## src/rtl/mem_responder_pkg.sv

```systemverilog
// Shared definitions for the memory responder: access mode codes, FSM
// state encoding and small mode-classification helpers.
package mem_responder_pkg;

  // CPU-side access modes
  localparam logic [3:0] IO_NOP = 4'd0;
  localparam logic [3:0] IO_LW  = 4'd1;
  localparam logic [3:0] IO_LB  = 4'd2;
  localparam logic [3:0] IO_SW  = 4'd3;
  localparam logic [3:0] IO_SB  = 4'd4;

  // All byte lanes disabled (active-low)
  localparam logic [3:0] BE_NONE = 4'hF;

  // Responder FSM states
  typedef enum logic [2:0] {
    S_IDLE     = 3'd0,
    S_RD       = 3'd1,
    S_WR_SETUP = 3'd2,
    S_WR_PULSE = 3'd3,
    S_WR_HOLD  = 3'd4,
    S_DONE     = 3'd5
  } state_e;

  // Only the four defined access codes start an access; NOP and
  // unassigned codes are ignored.
  function automatic logic is_access(input logic [3:0] m);
    return (m == IO_LW) || (m == IO_LB) || (m == IO_SW) || (m == IO_SB);
  endfunction

  function automatic logic is_read(input logic [3:0] m);
    return (m == IO_LW) || (m == IO_LB);
  endfunction

  // Word accesses must be 4-byte aligned
  function automatic logic is_word(input logic [3:0] m);
    return (m == IO_LW) || (m == IO_SW);
  endfunction

endpackage

```

## src/rtl/mem_responder_if.sv

```systemverilog
// CPU <-> responder request/response bundle.
interface mem_responder_if;
  logic        req;
  logic [3:0]  mem_mode;
  logic [31:0] addr;
  logic [31:0] wdata;
  logic [31:0] rdata;
  logic        busy;
  logic        done;
  logic        align_err;

  // CPU datapath side
  modport master (
    output req, mem_mode, addr, wdata,
    input  rdata, busy, done, align_err
  );

  // Responder side
  modport slave (
    input  req, mem_mode, addr, wdata,
    output rdata, busy, done, align_err
  );
endinterface

```

## src/rtl/mem_byte_lane.sv

```systemverilog
// Little-endian byte-lane steering: byte enables and replicated store data
// for writes, byte extract with sign extension for LB loads.
module mem_byte_lane
  import mem_responder_pkg::*;
(
  input  logic [3:0]  mode,
  input  logic [1:0]  boff,
  input  logic [31:0] wdata,
  input  logic [31:0] rword,
  output logic [3:0]  be_n,
  output logic [31:0] wdata_out,
  output logic [31:0] ld_data
);

  logic [7:0] ld_byte;

  // SB drives one lane with the byte replicated on all four; everything
  // else uses the whole word.
  always_comb begin
    be_n      = 4'h0;
    wdata_out = wdata;
    if (mode == IO_SB) begin
      be_n      = ~(4'b0001 << boff);
      wdata_out = {4{wdata[7:0]}};
    end
  end

  // LB picks the addressed byte and sign-extends; LW passes the word.
  always_comb begin
    ld_byte = rword[8*boff +: 8];
    ld_data = rword;
    if (mode == IO_LB) ld_data = {{24{ld_byte[7]}}, ld_byte};
  end

endmodule

```

## src/rtl/mem_responder.sv

```systemverilog
// Memory request responder: runs CPU loads/stores against an external
// asynchronous 32-bit SRAM with WAIT_CYCLES extra strobe cycles. All pad
// strobes are registered so they are glitch-free and drop on reset.
module mem_responder
  import mem_responder_pkg::*;
#(
  parameter int WAIT_CYCLES = 1,
  parameter int SRAM_AW     = 20
) (
  input  logic               clk,
  input  logic               rst_n,
  mem_responder_if.slave     bus,
  output logic [SRAM_AW-1:0] sram_addr,
  output logic [31:0]        sram_dq_o,
  input  logic [31:0]        sram_dq_i,
  output logic               sram_dq_oe,
  output logic               sram_ce_n,
  output logic               sram_oe_n,
  output logic               sram_we_n,
  output logic [3:0]         sram_be_n
);

  localparam logic [3:0] WAIT_LD = 4'(WAIT_CYCLES);

  state_e             state_q, state_d;
  logic [3:0]         mode_q, mode_d;
  logic [1:0]         boff_q, boff_d;
  logic [3:0]         cnt_q, cnt_d;
  logic [31:0]        rdata_q, rdata_d;
  logic               busy_q, busy_d;
  logic               done_q, done_d;
  logic               aerr_q, aerr_d;
  logic [SRAM_AW-1:0] saddr_q, saddr_d;
  logic [31:0]        dq_o_q, dq_o_d;
  logic               dq_oe_q, dq_oe_d;
  logic               ce_n_q, ce_n_d;
  logic               oe_n_q, oe_n_d;
  logic               we_n_q, we_n_d;
  logic [3:0]         be_n_q, be_n_d;

  logic [3:0]         lane_mode;
  logic [1:0]         lane_off;
  logic [3:0]         lane_be_n;
  logic [31:0]        lane_wdata;
  logic [31:0]        lane_ld;

  // In IDLE the lane logic looks at the incoming request so byte enables
  // and store data are ready at acceptance; afterwards it uses the
  // registered request so the bus may change freely.
  assign lane_mode = (state_q == S_IDLE) ? bus.mem_mode  : mode_q;
  assign lane_off  = (state_q == S_IDLE) ? bus.addr[1:0] : boff_q;

  mem_byte_lane u_lane (
    .mode      (lane_mode),
    .boff      (lane_off),
    .wdata     (bus.wdata),
    .rword     (sram_dq_i),
    .be_n      (lane_be_n),
    .wdata_out (lane_wdata),
    .ld_data   (lane_ld)
  );

  // Next-state and next-output computation for the access sequencer
  always_comb begin
    state_d = state_q;
    mode_d  = mode_q;
    boff_d  = boff_q;
    cnt_d   = cnt_q;
    rdata_d = rdata_q;
    busy_d  = busy_q;
    done_d  = 1'b0;
    aerr_d  = 1'b0;
    saddr_d = saddr_q;
    dq_o_d  = dq_o_q;
    dq_oe_d = dq_oe_q;
    ce_n_d  = ce_n_q;
    oe_n_d  = oe_n_q;
    we_n_d  = we_n_q;
    be_n_d  = be_n_q;
    unique case (state_q)
      S_IDLE: begin
        if (bus.req && is_access(bus.mem_mode)) begin
          mode_d = bus.mem_mode;
          boff_d = bus.addr[1:0];
          busy_d = 1'b1;
          if (is_word(bus.mem_mode) && (bus.addr[1:0] != 2'b00)) begin
            // Misaligned word access: report and finish without touching the SRAM
            aerr_d  = 1'b1;
            done_d  = 1'b1;
            state_d = S_DONE;
          end else begin
            saddr_d = bus.addr[SRAM_AW+1:2];
            ce_n_d  = 1'b0;
            be_n_d  = lane_be_n;
            if (is_read(bus.mem_mode)) begin
              oe_n_d  = 1'b0;
              cnt_d   = WAIT_LD;
              state_d = S_RD;
            end else begin
              dq_o_d  = lane_wdata;
              dq_oe_d = 1'b1;
              state_d = S_WR_SETUP;
            end
          end
        end
      end
      S_RD: begin
        if (cnt_q == 4'd0) begin
          rdata_d = lane_ld;
          ce_n_d  = 1'b1;
          oe_n_d  = 1'b1;
          be_n_d  = BE_NONE;
          done_d  = 1'b1;
          state_d = S_DONE;
        end else begin
          cnt_d = cnt_q - 4'd1;
        end
      end
      S_WR_SETUP: begin
        we_n_d  = 1'b0;
        cnt_d   = WAIT_LD;
        state_d = S_WR_PULSE;
      end
      S_WR_PULSE: begin
        if (cnt_q == 4'd0) begin
          we_n_d  = 1'b1;
          state_d = S_WR_HOLD;
        end else begin
          cnt_d = cnt_q - 4'd1;
        end
      end
      S_WR_HOLD: begin
        ce_n_d  = 1'b1;
        dq_oe_d = 1'b0;
        be_n_d  = BE_NONE;
        done_d  = 1'b1;
        state_d = S_DONE;
      end
      S_DONE: begin
        busy_d  = 1'b0;
        state_d = S_IDLE;
      end
      default: state_d = S_IDLE;
    endcase
  end

  // State and registered pad/CPU outputs; reset aborts any access at once
  always_ff @(posedge clk or negedge rst_n) begin
    if (!rst_n) begin
      state_q <= S_IDLE;
      mode_q  <= IO_NOP;
      boff_q  <= 2'b00;
      cnt_q   <= 4'd0;
      rdata_q <= 32'h0;
      busy_q  <= 1'b0;
      done_q  <= 1'b0;
      aerr_q  <= 1'b0;
      saddr_q <= '0;
      dq_o_q  <= 32'h0;
      dq_oe_q <= 1'b0;
      ce_n_q  <= 1'b1;
      oe_n_q  <= 1'b1;
      we_n_q  <= 1'b1;
      be_n_q  <= BE_NONE;
    end else begin
      state_q <= state_d;
      mode_q  <= mode_d;
      boff_q  <= boff_d;
      cnt_q   <= cnt_d;
      rdata_q <= rdata_d;
      busy_q  <= busy_d;
      done_q  <= done_d;
      aerr_q  <= aerr_d;
      saddr_q <= saddr_d;
      dq_o_q  <= dq_o_d;
      dq_oe_q <= dq_oe_d;
      ce_n_q  <= ce_n_d;
      oe_n_q  <= oe_n_d;
      we_n_q  <= we_n_d;
      be_n_q  <= be_n_d;
    end
  end

  assign bus.rdata     = rdata_q;
  assign bus.busy      = busy_q;
  assign bus.done      = done_q;
  assign bus.align_err = aerr_q;
  assign sram_addr     = saddr_q;
  assign sram_dq_o     = dq_o_q;
  assign sram_dq_oe    = dq_oe_q;
  assign sram_ce_n     = ce_n_q;
  assign sram_oe_n     = oe_n_q;
  assign sram_we_n     = we_n_q;
  assign sram_be_n     = be_n_q;

endmodule

```

## src/flat_wrapper.sv

```systemverilog
// flat-port wrapper written by rule: the top's interface ports become plain ports
module mem_responder_flat import mem_responder_pkg::*;
#(
  parameter int WAIT_CYCLES = 1,
  parameter int SRAM_AW     = 20
)
  (clk, rst_n, sram_addr, sram_dq_o, sram_dq_i, sram_dq_oe, sram_ce_n, sram_oe_n, sram_we_n, sram_be_n, bus_req, bus_mem_mode, bus_addr, bus_wdata, bus_rdata, bus_busy, bus_done, bus_align_err);
  mem_responder_if bus_i ();
  input  logic clk;
  input  logic rst_n;
  output logic [SRAM_AW-1:0] sram_addr;
  output logic [31:0] sram_dq_o;
  input  logic [31:0] sram_dq_i;
  output logic sram_dq_oe;
  output logic sram_ce_n;
  output logic sram_oe_n;
  output logic sram_we_n;
  output logic [3:0] sram_be_n;
  input wire logic [$bits(bus_i.req)-1:0] bus_req;
  input wire logic [$bits(bus_i.mem_mode)-1:0] bus_mem_mode;
  input wire logic [$bits(bus_i.addr)-1:0] bus_addr;
  input wire logic [$bits(bus_i.wdata)-1:0] bus_wdata;
  output wire logic [$bits(bus_i.rdata)-1:0] bus_rdata;
  output wire logic [$bits(bus_i.busy)-1:0] bus_busy;
  output wire logic [$bits(bus_i.done)-1:0] bus_done;
  output wire logic [$bits(bus_i.align_err)-1:0] bus_align_err;
  assign bus_i.req = bus_req;
  assign bus_i.mem_mode = bus_mem_mode;
  assign bus_i.addr = bus_addr;
  assign bus_i.wdata = bus_wdata;
  assign bus_rdata = bus_i.rdata;
  assign bus_busy = bus_i.busy;
  assign bus_done = bus_i.done;
  assign bus_align_err = bus_i.align_err;
  mem_responder #(.WAIT_CYCLES(WAIT_CYCLES), .SRAM_AW(SRAM_AW)) u_core (.clk(clk), .rst_n(rst_n), .bus(bus_i), .sram_addr(sram_addr), .sram_dq_o(sram_dq_o), .sram_dq_i(sram_dq_i), .sram_dq_oe(sram_dq_oe), .sram_ce_n(sram_ce_n), .sram_oe_n(sram_oe_n), .sram_we_n(sram_we_n), .sram_be_n(sram_be_n));
endmodule
```

## config.mk

```make
export PLATFORM = sky130hd
export DESIGN_NAME = mem_responder_flat
export DESIGN_NICKNAME = d
export VERILOG_FILES = /design/src/rtl/mem_responder_pkg.sv /design/src/rtl/mem_responder_if.sv /design/src/rtl/mem_byte_lane.sv /design/src/rtl/mem_responder.sv /design/src/flat_wrapper.sv
export SDC_FILE = /design/constraint.sdc
export NUM_CORES = 1
export LEC_CHECK = 0
export CAP_MARGIN = 25
export CORE_AREA = 2 2 112 114
export DETAILED_ROUTE_END_ITERATION = 10
export DIE_AREA = 0 0 114 116
export GPL_ROUTABILITY_DRIVEN = 0
export HOLD_SLACK_MARGIN = 0.1
export PLACE_DENSITY = 0.79
export SYNTH_ARGS = -nofsm -noshare
export SYNTH_HDL_FRONTEND = slang
export SYNTH_SLANG_ARGS = --single-unit
```

## constraint.sdc

```tcl
create_clock -name clk -period 2.7 [get_ports clk]
set_clock_uncertainty 0.05 [all_clocks]
set_input_delay 0.27 -clock clk [delete_from_list [all_inputs] [get_ports clk]]
set_output_delay 0.27 -clock clk [all_outputs]
set_load 0.03 [all_outputs]
```

==> results of run 1 <==
## cell families (layout without fill, tap and decap cells)
kind of cell | after synthesis | count (layout) | share of synthesized area
simple gates | 140 | 140 | 0.1257
flops | 108 | 108 | 0.5446
compound gates | 107 | 107 | 0.1249
mux | 70 | 70 | 0.1588
buf+inv | 36 | 228 | 0.03996
xor+xnor | 2 | 2 | 0.003519
fa+ha+maj | 1 | 1 | 0.002513
## power breakdown
group	switching, W	internal (W)
combinational	0.00298	0.00224
clock	0.000579	0.000616
sequential	0.000441	0.00244
total	0.00400	0.00529
## per-stage QoR
step	setup slack [ns]	std cells	hold WS, ns
2_1_floorplan	0.6578	464	-0.07559
3_3_place_gp	0.2740	787	0.1979
3_5_place_dp	0.1757	787	0.2079
4_1_cts	0.5103	803	0.3856
5_1_grt	0.3244	803	0.4099
6_report	0.5109	803	0.3759
## worst max-delay path by stage
stage	slack (ns)	cells past startpoint	start	end
3_3_place_gp	0.27	8	bus_addr[0]	u_core.sram_dq_o[20]
6_report	0.51	6	bus_mem_mode[1]	u_core.sram_dq_o[7]
3_5_place_dp	0.18	6	bus_mem_mode[1]	u_core.sram_dq_o[7]
4_1_cts	0.51	5	u_core.state_q[0]	u_core.bus.rdata[1]
2_1_floorplan	0.66	7	u_core.state_q[2]	u_core.bus.rdata[1]
5_1_grt	0.32	8	bus_addr[0]	u_core.sram_dq_o[20]
## area by class of cell
class | instances | area, sq um | area share
tap | 147 | 183.9 | 0.02512
multi-input combinational | 320 | 2081 | 0.2842
sequential | 108 | 2711 | 0.3703
clock inverter | 5 | 30.03 | 0.004101
timing repair buffer | 205 | 2057 | 0.2809
clock buffer | 10 | 229.0 | 0.03127
inverter | 8 | 30.03 | 0.004101
## timing repair
action	CTS	global route
buffers inserted	0	0
hold endpoints to repair	32	0
gates resized for setup	0	0
hold buffers	1	0
## metal layers
metal  track usage  wire length (um)  vias up
met4       0.07724               256        0
met1        0.2560              5453     2075
met2        0.3421              6613      191
met3       0.07897              1437       22
li1              -                 -     2009
met5             0                 0        -
## placed cells by master (no fill, tap or decap), types with 3 or more instances in the layout
cell type          n
nand2b_1           4
o22ai_1            4
or3_1              3
inv_1              7
a222oi_1           7
clkinv_2           3
a21oi_1           37
nand2_2            3
buf_12             4
nand2_1           42
mux2_2            35
dfstp_2            7
clkdlybuf4s50_1  186
nor2_1            64
o21ai_0           31
mux2_1             7
dfrtp_1          101
nor3_1             7
mux2i_1           25
o21ai_1           15
clkbuf_16          9
buf_4             14
## worst max-delay path: stages
cell and delay (ns):
clkdlybuf4s50_1 0.53, o21ai_0 0.26, nand4b_1 0.31, nor3_2 0.36, buf_12 0.26, mux2_2 0.36
## flip-flops by register name, summed over array words and instances (netlist names)
signal	count
u_core.bus.done	1
u_core.state_q	3
u_core.boff_q	2
u_core.sram_dq_oe	1
u_core.sram_addr	20
u_core.sram_ce_n	1
u_core.bus.rdata	32
u_core.bus.busy	1
u_core.sram_oe_n	1
u_core.mode_q	4
u_core.sram_be_n	4
u_core.sram_we_n	1
u_core.bus.align_err	1
u_core.sram_dq_o	32
u_core.cnt_q	4
==> results.cfg, run 1 <==
[timing]
max_clock_freq_ghz = 0.4568
worst_slew_pin_slew_ns = 0.7266
rsz0062_at_grt = no
number_of_hold_violations_in_the_final_report = 0
finalCritPeriodShare = 0.8108
setup_tns_ns = 0
worst_slew_margin_rel = 0.5111
finalSetupViolations = 0
timing.final.max_slew_violations = 0
min_period_ns = 2.189

[drt]
routed-via-count = 4297
remaining_drc_errors = 0
routed_wl_per_cell_um = 17.14
drtAntennaViolNets = 0
drt_first_iter_violations = 282
viasPerCell = 5.351
firstDrtPassIters = 7
wl_um = 13760

[critical_path]
data_required_time_at_the_worst_endpoint_ns = 2.89
worst_setup_path_start_kind = input port
r2r_setup_slk_ns = 0.52
arrival_ns = 2.38
critical_path.max_fanout = 46
timing_worst_setup_path_type = in -> reg
r2r.worst_path.cells = 5
crit-reg2reg-capture = u_core.bus.rdata[1]
regToRegStartpoint = u_core.state_q[0]
cp-end-kind = flop

[run]
drv_cap = 0

[yosys]
synth-seq-area-share = 0.5446
synth_common_cells = dfrtp_1, nor2_1, nand2_1
netlist_instances = 464
post_synth_arst_share = 1.000
synth_top_flop_cell = dfrtp_1
post_synth_main_area_contributors = dfrtp_1, mux2_2, mux2i_1
synth.net_count = 568
post_synth_edffs = 0
syn_avg_cell_area_sq_um = 10.73
synth_seq_cells = 108
synth.lib_cells_used.distinct = 49
ys_warn_count = 0
post-synth-top-area-fraction = 0.5077
synth_area_leader_cell = dfrtp_1
netlist_area_sq_um = 4979
synth_most_common_cell = dfrtp_1

[run_status]
status = complete, no violations

[floorplanning]
placementRows = 40
die_w_um = 114
core_region_area_sq_um = 11910
die_height_um = 116
floorplan.die_area_sq_um = 13220
floorplan.initialDensity = 0.4180
i_o_pins = 198

[layout]
area.growth.synth_to_final_pct = 47.07
final_util = 0.6147
n_fill_cell = 985
number_of_nets_in_the_layout = 756
drive_above_1_share = 0.1311
antenna-diode-count = 0
final_area_sq_um = 7322

[grt]
grt_start_max_net_pins = 50
grt_overflow = 0
vias_in_the_first_global_route = 4404
track_usage = 0.2098
grt_first_pass_wirelength_um = 21730
grt_antenna_before_repair = 0

[min_path]
min_delay_worst_type = in -> async

[power]
highest_ir_drop_seen_on_vdd_uv = 770.0
p_leak_nw = 3.192
overall_power_consumption_w = 0.009292
power.density_nw_per_um2 = 1269

[clock_tree]
cts_root_buf = clkbuf_16
clk_pin_slew_worst_paths_ns = 0.07
cts.path.max_buffers = 2
numClockSinks = 108
clock_insertion_delay_worst_skew_ns = 0.35
cts_inserted_buffers = 9
clock_tree_from_tritoncts = yes
ctsHtreeMaxLevel = 3

[placement]
dp_hpwl_um = 10120
io_buffer_count = 187
post_dp_cell_area_sq_um = 7053
Power figures use the tool's default switching activity.
==> inputs of run 2 (changes only) <==
Clock period 2.7 ns to 2.2 ns, I/O delays scaled along.
==> run 2 against run 1 <==
  * Via count increased by 1.8%
  * Clock power rose by 47%
  * Clock-buffer cell count grew 1
  * Cell count increased by 2.0%
  * Sequential power up 23%
  * Power is 27% higher
  * Setup slack got worse by 0.47 ns
  * Hold slack better by 0.056 ns
  * Combinational power increased by 26%
  * Die area unchanged
  * Critical path type is now reg -> reg
  * Critical endpoint is now u_core.bus.rdata[3]
  * Largest power group unchanged
==> results.cfg, run 2 (synthesis results as in run 1) <==
[critical_path]
timing.critical_path.buf_inv = 1
timing_worst_setup_path_type = reg -> reg
arrival_ns = 2.31
r2r.worst_path.cells = 6
crit_path_cells = or3_1, mux2i_4, buf_12, mux2_1, a222oi_1, o21ai_1
critical_path.max_fanout = 6
critical_path.top_delay_family = multiplexers
regToRegStartpoint = u_core.state_q[0]
cp-end-kind = flop
timing.critical_path.slowest_cell_delay_ns = 0.46
data_required_time_at_the_worst_endpoint_ns = 2.36
worst_setup_path_start_kind = flop
r2r_setup_slk_ns = 0.04
slowest_stage = or3_1
crit-reg2reg-capture = u_core.bus.rdata[3]

[grt]
track_usage = 0.2177
grt_start_max_net_pins = 70
grt_overflow = 0
grt_first_pass_wirelength_um = 22600
vias_in_the_first_global_route = 4429
grt_antenna_before_repair = 0

[layout]
number_of_nets_in_the_layout = 771
antenna-diode-count = 0
area.growth.synth_to_final_pct = 51.32
layout_commonest_cell = clkdlybuf4s50_1
layoutNonFillerInstCount = 819
most-common-layout-cells = clkdlybuf4s50_1, dfrtp_1, nor2_1
drive_above_1_share = 0.1533

[run_status]
status = complete, no violations

[run]
drv_cap = 0

[timing]
number_of_hold_violations_in_the_final_report = 0
max_clock_freq_ghz = 0.4637
worst_slew_margin_rel = 0.5876
worst_slew_pin_slew_ns = 0.6130
min_period_ns = 2.157
finalSetupViolations = 0
finalCritPeriodShare = 0.9804
timing.final.max_slew_violations = 0

[clock_tree]
clock_tree_from_tritoncts = yes
numClockSinks = 108
ctsHtreeMaxLevel = 3
cts.path.max_buffers = 2
cts_inserted_buffers = 9
clk_pin_slew_worst_paths_ns = 0.07
clock_insertion_delay_worst_skew_ns = 0.35
cts_root_buf = clkbuf_16

[drt]
viasPerCell = 5.339
remaining_drc_errors = 0
routed_wl_per_cell_um = 17.14
wl_um = 14040
drtAntennaViolNets = 0
firstDrtPassIters = 5
routed-via-count = 4373
drt_first_iter_violations = 410

[floorplanning]
i_o_pins = 198
floorplan.die_area_sq_um = 13220
die_w_um = 114
core_region_area_sq_um = 11910
floorplan.initialDensity = 0.4180
placementRows = 40
die_height_um = 116

[power]
overall_power_consumption_w = 0.01185
power.density_nw_per_um2 = 1572
p_leak_nw = 3.307
highest_ir_drop_seen_on_vdd_uv = 808.3

[placement]
io_buffer_count = 187
place.detailed.instances = 802
dp_hpwl_um = 10420

[min_path]
min_delay_worst_type = in -> async
## run 2: cell types whose count changed in the layout (fill, tap and decap cells not counted)
| cell | change |
|---|---|
| buf_12 | +2 |
| buf_4 | +13 |
| bufinv_16 | +2 |
| clkbuf_8 | +1 |
| clkinv_2 | -2 |
| clkinvlp_4 | -1 |
| inv_8 | +1 |
| o22ai_1 | -1 |
| o22ai_2 | +1 |
## run 2: final cells by class
class / count / area [sq um]
fillers: 963 / 4378
flip-flops and latches: 108 / 2711
repair buffers: 220 / 2195
multi-input cells: 320 / 2087
clock buffers: 11 / 242.7
well taps: 147 / 183.9
clock inverters: 5 / 83.83
inverters: 8 / 30.03
## run 2: worst max-delay path by stage
stage / start / endpoint / slack (ns) / cells after the start
floorplan: u_core.state_q[2] / u_core.bus.rdata[1] / 0.16 / 7
detailed placement: bus_mem_mode[0] / u_core.sram_dq_o[7] / -0.009 / 7
finish: u_core.state_q[0] / u_core.bus.rdata[3] / 0.04 / 6
CTS: u_core.state_q[0] / u_core.bus.rdata[3] / 0.08 / 6
global route: u_core.state_q[0] / u_core.bus.rdata[29] / -0.01 / 8
global placement: bus_mem_mode[0] / u_core.sram_dq_o[7] / 0.04 / 7
## run 2: layer usage
layer  up-vias  part of all wire  global-route usage
met5         -                 0                   0
met4         0             0.012             0.06585
met3        13             0.097             0.07218
met2       198              0.50              0.3607
met1      2120              0.39              0.2732
li1       2042                 -                   -
## run 2: metrics by stage
stage | setup slack, ns | util | hold slack [ns] | TNS [ns] | cell area [sq um]
after floorplan | 0.1578 | - | -0.1256 | 0 | 4979
after global placement | 0.03738 | 0.6037 | 0.2102 | 0 | 7191
after detailed placement | -0.008929 | 0.6037 | 0.2172 | -0.01394 | 7191
after CTS | 0.07938 | 0.6319 | 0.4220 | 0 | 7527
after global routing | -0.01194 | 0.6325 | 0.4288 | -0.02010 | 7533
final | 0.04320 | 0.6325 | 0.4322 | 0 | 7533
## run 2: worst reg2reg max path, stage by stage, from the launching register on
cell and delay (ns):
dfrtp_1 0.37, or3_1 0.46, mux2i_4 0.25, buf_12 0.15
mux2_1 0.34, a222oi_1 0.26, o21ai_1 0.13
## run 2: where the power goes
| part | internal [W] | switching, W |
|---|---|---|
| logic | 0.00284 | 0.00371 |
| clock network | 0.00104 | 0.000718 |
| registers | 0.00299 | 0.000548 |
## run 2: what timing repair did
item | CTS | global route
endpoints found under the setup margin | 0 | 4
hold buffers | 1 | 0
setup buffers | 0 | 0
endpoints found under the hold margin | 101 | 0
gates resized for setup | 0 | 1
